==> config.mk <==
export PLATFORM = sky130hd
export DESIGN_NAME = instruction_fetch
export DESIGN_NICKNAME = d
export VERILOG_FILES = /design/src/rtl/instruction_fetch_pkg.sv /design/src/rtl/instruction_fetch.sv
export SDC_FILE = /design/constraint.sdc
export NUM_CORES = 1
export LEC_CHECK = 0
export ABC_AREA = 1
export CORE_MARGIN = 2
export CORE_UTILIZATION = 45
export DETAILED_ROUTE_END_ITERATION = 10
export GPL_ROUTABILITY_DRIVEN = 0
export MAX_ROUTING_LAYER = met4
export PLACE_DENSITY_LB_ADDON = 0.2
export SYNTH_ARGS = -nofsm -noshare
export SYNTH_HDL_FRONTEND = slang
export SYNTH_SLANG_ARGS = --single-unit
==> constraint.sdc <==
create_clock -name clock -period 1.4 [get_ports clock]
set_input_delay 0.14 -clock clock [delete_from_list [all_inputs] [get_ports clock]]
set_output_delay 0.14 -clock clock [all_outputs]
set_load 0.01 [all_outputs]
==> src/rtl/instruction_fetch_pkg.sv <==
// Shared memory-interface types for instruction_fetch and its environment.
//   memory_op_e           : operation code presented on the memory `op` input
//   memory_bus_selector_e : address source for the memory block (PC or data bus)
package instruction_fetch_pkg;

  typedef enum logic [1:0] {
    MEM_NOP   = 2'd0,
    MEM_READ  = 2'd1,
    MEM_WRITE = 2'd2,
    MEM_INC   = 2'd3
  } memory_op_e;

  typedef enum logic {
    BUS_DATA = 1'b0,
    BUS_PC   = 1'b1
  } memory_bus_selector_e;

endpackage

==> src/rtl/instruction_fetch.sv <==
// instruction_fetch: fetches one two-byte instruction (opcode, operand) from
// the memory block at the program counter and presents it to the decoder with
// a valid/ready handshake. The memory is idle (NOP) whenever no fetch is in
// progress, so other masters may use it.
//
// Ports
//   clock                  in   rising-edge clock
//   reset                  in   synchronous, active-low reset
//   fetch_en               in   permits a new fetch to start
//   flush                  in   synchronous abort; drops in-flight/held instruction
//   mem_data               in   memory `out` byte
//   mem_op                 out  memory operation
//   mem_bus_selector       out  memory address source (BUS_PC while fetching)
//   mem_data_word_selector out  0 = opcode byte, 1 = operand byte
//   instr_valid            out  opcode/operand valid (HOLD state)
//   instr_ready            in   decoder accepts the instruction
//   opcode                 out  byte at {PC,0}
//   operand                out  byte at {PC,1}
//   busy                   out  high in every state except IDLE and HOLD
//   fetch_count            out  completed handshakes, modulo 2^COUNT_WIDTH
module instruction_fetch
  import instruction_fetch_pkg::*;
#(
  parameter int COUNT_WIDTH = 16
) (
  input  logic                   clock,
  input  logic                   reset,
  input  logic                   fetch_en,
  input  logic                   flush,
  input  logic [7:0]             mem_data,
  output memory_op_e             mem_op,
  output memory_bus_selector_e   mem_bus_selector,
  output logic                   mem_data_word_selector,
  output logic                   instr_valid,
  input  logic                   instr_ready,
  output logic [7:0]             opcode,
  output logic [7:0]             operand,
  output logic                   busy,
  output logic [COUNT_WIDTH-1:0] fetch_count
);

  typedef enum logic [2:0] {
    IDLE   = 3'd0,
    LO_REQ = 3'd1,
    LO_CAP = 3'd2,
    HI_REQ = 3'd3,
    HI_CAP = 3'd4,
    PC_INC = 3'd5,
    HOLD   = 3'd6
  } state_e;

  state_e                 r_state;
  state_e                 w_next_state;
  logic [7:0]             r_opcode;
  logic [7:0]             r_operand;
  logic [COUNT_WIDTH-1:0] r_fetch_count;
  logic                   w_handshake;

  // A flush in HOLD discards the instruction, so it never counts as accepted.
  assign w_handshake = (r_state == HOLD) && instr_ready && !flush;

  always_comb begin
    w_next_state = r_state;
    if (flush) begin
      w_next_state = IDLE;
    end else begin
      case (r_state)
        IDLE:    if (fetch_en) w_next_state = LO_REQ;
        LO_REQ:  w_next_state = LO_CAP;
        LO_CAP:  w_next_state = HI_REQ;
        HI_REQ:  w_next_state = HI_CAP;
        HI_CAP:  w_next_state = PC_INC;
        PC_INC:  w_next_state = HOLD;
        HOLD: begin
          if (instr_ready) w_next_state = fetch_en ? LO_REQ : IDLE;
        end
        default: w_next_state = IDLE;
      endcase
    end
  end

  always_ff @(posedge clock) begin
    if (!reset) begin
      r_state       <= IDLE;
      r_opcode      <= 8'h00;
      r_operand     <= 8'h00;
      r_fetch_count <= '0;
    end else begin
      r_state <= w_next_state;
      // Memory drives `out` during the CAP cycle with the byte latched in REQ.
      if (!flush && r_state == LO_CAP) r_opcode  <= mem_data;
      if (!flush && r_state == HI_CAP) r_operand <= mem_data;
      if (w_handshake) r_fetch_count <= r_fetch_count + COUNT_WIDTH'(1);
    end
  end

  // Memory controls are a pure function of state, so no input reaches an
  // output combinationally; a flush sampled in PC_INC still sees INC issued.
  always_comb begin
    mem_op                 = MEM_NOP;
    mem_bus_selector       = BUS_DATA;
    mem_data_word_selector = 1'b0;
    case (r_state)
      LO_REQ, LO_CAP: begin
        mem_op           = MEM_READ;
        mem_bus_selector = BUS_PC;
      end
      HI_REQ, HI_CAP: begin
        mem_op                 = MEM_READ;
        mem_bus_selector       = BUS_PC;
        mem_data_word_selector = 1'b1;
      end
      PC_INC: begin
        mem_op           = MEM_INC;
        mem_bus_selector = BUS_PC;
      end
      default: begin
        mem_op                 = MEM_NOP;
        mem_bus_selector       = BUS_DATA;
        mem_data_word_selector = 1'b0;
      end
    endcase
  end

  assign instr_valid = (r_state == HOLD);
  assign busy        = (r_state != IDLE) && (r_state != HOLD);
  assign opcode      = r_opcode;
  assign operand     = r_operand;
  assign fetch_count = r_fetch_count;

endmodule

==> impl_metrics.py <==
metrics = {
    "sta": {
        "skew_ns": 0.00833,
        "rsz0062_at_grt": "yes",
        "slew-limit-headroom": 0.807,
        "finalHoldViolations": 0,
        "finalSetupViolations": 0,
        "min_period_over_period": 0.971,
        "slew_viol_final": 0,
        "fmax_mhz": 736,
        "min_period_ns": 1.36,
        "fin_ws_ns": 0.0404,
        "tightestPinTransition_ns": 0.287,
    },
    "clock_tree": {
        "clock_sinks": 35,
        "numCtsBuffers": 5,
        "cts_root_buf": "clkbuf_4",
        "htree_levels": 2,
        "hold_buffers": 0,
        "tritoncts": "built",
        "max-clock-path-buffers": 2,
        "cts.clk_slew.worst_paths_ns": 0.12,
        "insertion_delay_ns": 0.35,
    },
    "logic_synthesis": {
        "synth_cell_types": 26,
        "ys.flop_type": "dfxtp_1",
        "synth_area_sq_mm": 0.00160,
        "synth-seq-area-share": 0.437,
        "async_reset_ff_frac": 0,
        "netlist_instances": 223,
        "netlist_top_cells_area": "dfxtp_1 (44%), nor2_1 (10%), nand2_1 (9.6%)",
        "netlist.area_leader.share": 0.437,
        "synth_warnings": 0,
        "syn_area_per_cell_sq_um": 7.19,
        "ys_ff_latch": 35,
        "synth-edff-count": 0,
        "synth_top_area_cell": "dfxtp_1",
        "syn_nets": 237,
    },
    "power_and_ir_drop": {
        "comb_power_share": 0.077,
        "intPower_w": 0.00144,
        "p_sw_w": 0.000448,
        "power.leakage_nw": 1.39,
        "swShare": 0.237,
        "p_per_area_mw_per_mm2": 774,
        "ir_worst_vdd_mv": 0.577,
        "pwr-share-clk": 0.394,
        "p_seq_frac": 0.529,
    },
    "floorplan": {
        "io_pins": 51,
        "die_h_microns": 63.7,
        "initial_utilization": 0.473,
        "die-width_microns": 63.7,
        "core_sq_mm": 0.00339,
        "num_rows": 21,
        "die_area_sq_mm": 0.00406,
    },
    "flow_run": {
        "maxCapViolCount": 0,
    },
    "cells_and_area": {
        "layout-drive-gt1-share": 0.211,
        "multi_input_area_sq_um": 835,
        "fillCellCount": 262,
        "regArea_sq_um": 727,
        "num_antenna_cells": 0,
        "num-nets-final": 307,
        "fin_util": 0.722,
        "syn_to_final_growth_pct": 52.6,
        "fin_area_sq_mm": 0.00245,
    },
    "setup_path": {
        "arrival_ns": 1.22,
        "cp_num_buf_inv": 1,
        "crit_family": "buffers and inverters",
        "cp-start-kind": "register",
        "path_max_fanout": 2,
        "critPathLaunch": "operand[0]$_SDFFE_PN0P_",
        "path_class": "reg2out",
        "r2r_start": "r_state[1]$_SDFFE_PP0P_",
        "critPathSlowestCell": "clkdlybuf4s50_1",
        "cp.required_ns": 1.26,
        "slowest_delay_ns": 0.54,
        "critPathCaptureType": "primary output",
        "crit_chain": "clkdlybuf4s50_1",
    },
    "grt": {
        "antenna_found_initial": 0,
        "grt_pass1_wl_microns": 6690,
        "grt_overflow": 0,
        "grt_pass1_vias": 1566,
        "grt_max_degree": 35,
        "grt_use_total": 0.217,
    },
    "min_path": {
        "holdCritPathClass": "in2reg",
        "hp-start": "mem_data[7]",
    },
    "placement": {
        "hpwl_microns": 2720,
        "place_area_sq_mm": 0.00229,
        "post-place-ws_ns": -0.154,
        "portBuffers": 50,
    },
    "route": {
        "avgViaCountPerCell": 4.85,
        "drc_errors": 0,
        "num_vias": 1650,
        "ant_nets": 0,
        "drtPass1Iterations": 4,
        "initialDrtViolationCount": 47,
        "wl_per_cell_microns": 11.7,
        "routed_wl_microns": 3970,
    },
    "run_status": {
        "outcome": "complete, no violations",
    },
}
-- synthesized netlist by cell type (2+ instances only) --
master / n
a21boi_0: 2
inv_1: 26
clkbuf_1: 2
o21ai_0: 17
nand2_1: 41
nand3_1: 14
nor2_1: 44
o21ai_2: 2
a21oi_1: 21
nand4_1: 2
nor2_8: 3
dfxtp_1: 35
-- power by group through the flow --
stage                     Sequential [W]  Combinational (W)  Clock [W]
final                            0.00100           0.000146   0.000746
after global routing             0.00100           0.000159   0.000808
after CTS                        0.00100           0.000144   0.000757
after detailed placement         0.00103           0.000146          0
after global placement           0.00103           0.000144          0
after floorplan                  0.00103          0.0000522          0
-- registers in the layout (all words and copies together) (netlist names) --
signal / count
opcode: 8
fetch_count: 16
r_state: 3
operand: 8
-- through the flow --
| step | std cells | hold WS (ns) | TNS [ns] | power (W) |
|---|---|---|---|---|
| 4_1_cts | 339 | 0.373 | 0 | 0.00190 |
| 5_1_grt | 340 | 0.377 | -0.0222 | 0.00197 |
| 3_5_place_dp | 331 | 0.435 | -2.11 | 0.00117 |
| 6_report | 340 | 0.380 | 0 | 0.00189 |
| 3_3_place_gp | 331 | 0.430 | -1.15 | 0.00117 |
| 2_1_floorplan | 223 | 0.275 | 0 | 0.00109 |
-- metal layers --
layer / track usage / share of wire
met1: 0.243 / 0.46
met2: 0.370 / 0.48
met3: 0.0589 / 0.041
met4: 0.0788 / 0.014
met5: - / 0
-- timing repair --
item | CTS | global route
resized for setup | 55 | 33
setup endpoints to repair | 31 | 34
pin swaps | 1 | 4
gates cloned | 0 | 1
setup buffers | 0 | 0
-- kinds of logic (layout without fill, tap and decap cells) --
kind of cell / after synthesis / in the layout / synth area share
AND/OR/NAND/NOR: 112 / 113 / 0.333
AO/OA/AOI/OAI: 44 / 44 / 0.148
flip-flops: 35 / 35 / 0.437
buffers and inverters: 31 / 101 / 0.0749
adder cells (fa/ha/maj): 1 / 1 / 0.00781
-- path summary, 6_finish.rpt --
check,slack (ns),cells past startpoint,endpoint
setup reg to reg,0.08,8,fetch_count[4]$_SDFFE_PN0P_
setup / recovery,0.04,1,operand[0]
hold / removal,0.38,3,opcode[7]$_SDFFE_PN0P_
hold reg to reg,0.45,2,operand[3]$_SDFFE_PN0P_
-- layout make-up --
cell class,count,share of cell area
timing repair buffer,66,0.263
inverter,27,0.0414
tap,46,0.0235
multi-input combinational,158,0.341
clock buffer,5,0.0153
sequential,35,0.297
clock inverter,3,0.0179
-- cells in the final DEF, fill, tap and decap left out, types with 11 or more instances in the layout --
master	n
dfxtp_1	22
a21oi_1	21
nor2_1	42
clkdlybuf4s50_1	13
nand2_1	40
buf_4	11
o21ai_0	15
inv_1	25
dlymetal6s2s_1	15
dlygate4sd2_1	16
nand3_1	13
-- tightest hold or removal path: stages --
cell and delay (ns):
clkdlybuf4s50_1 0.41, nor2_1 0.10, nor2_1 0.05
Power figures use the tool's default switching activity.
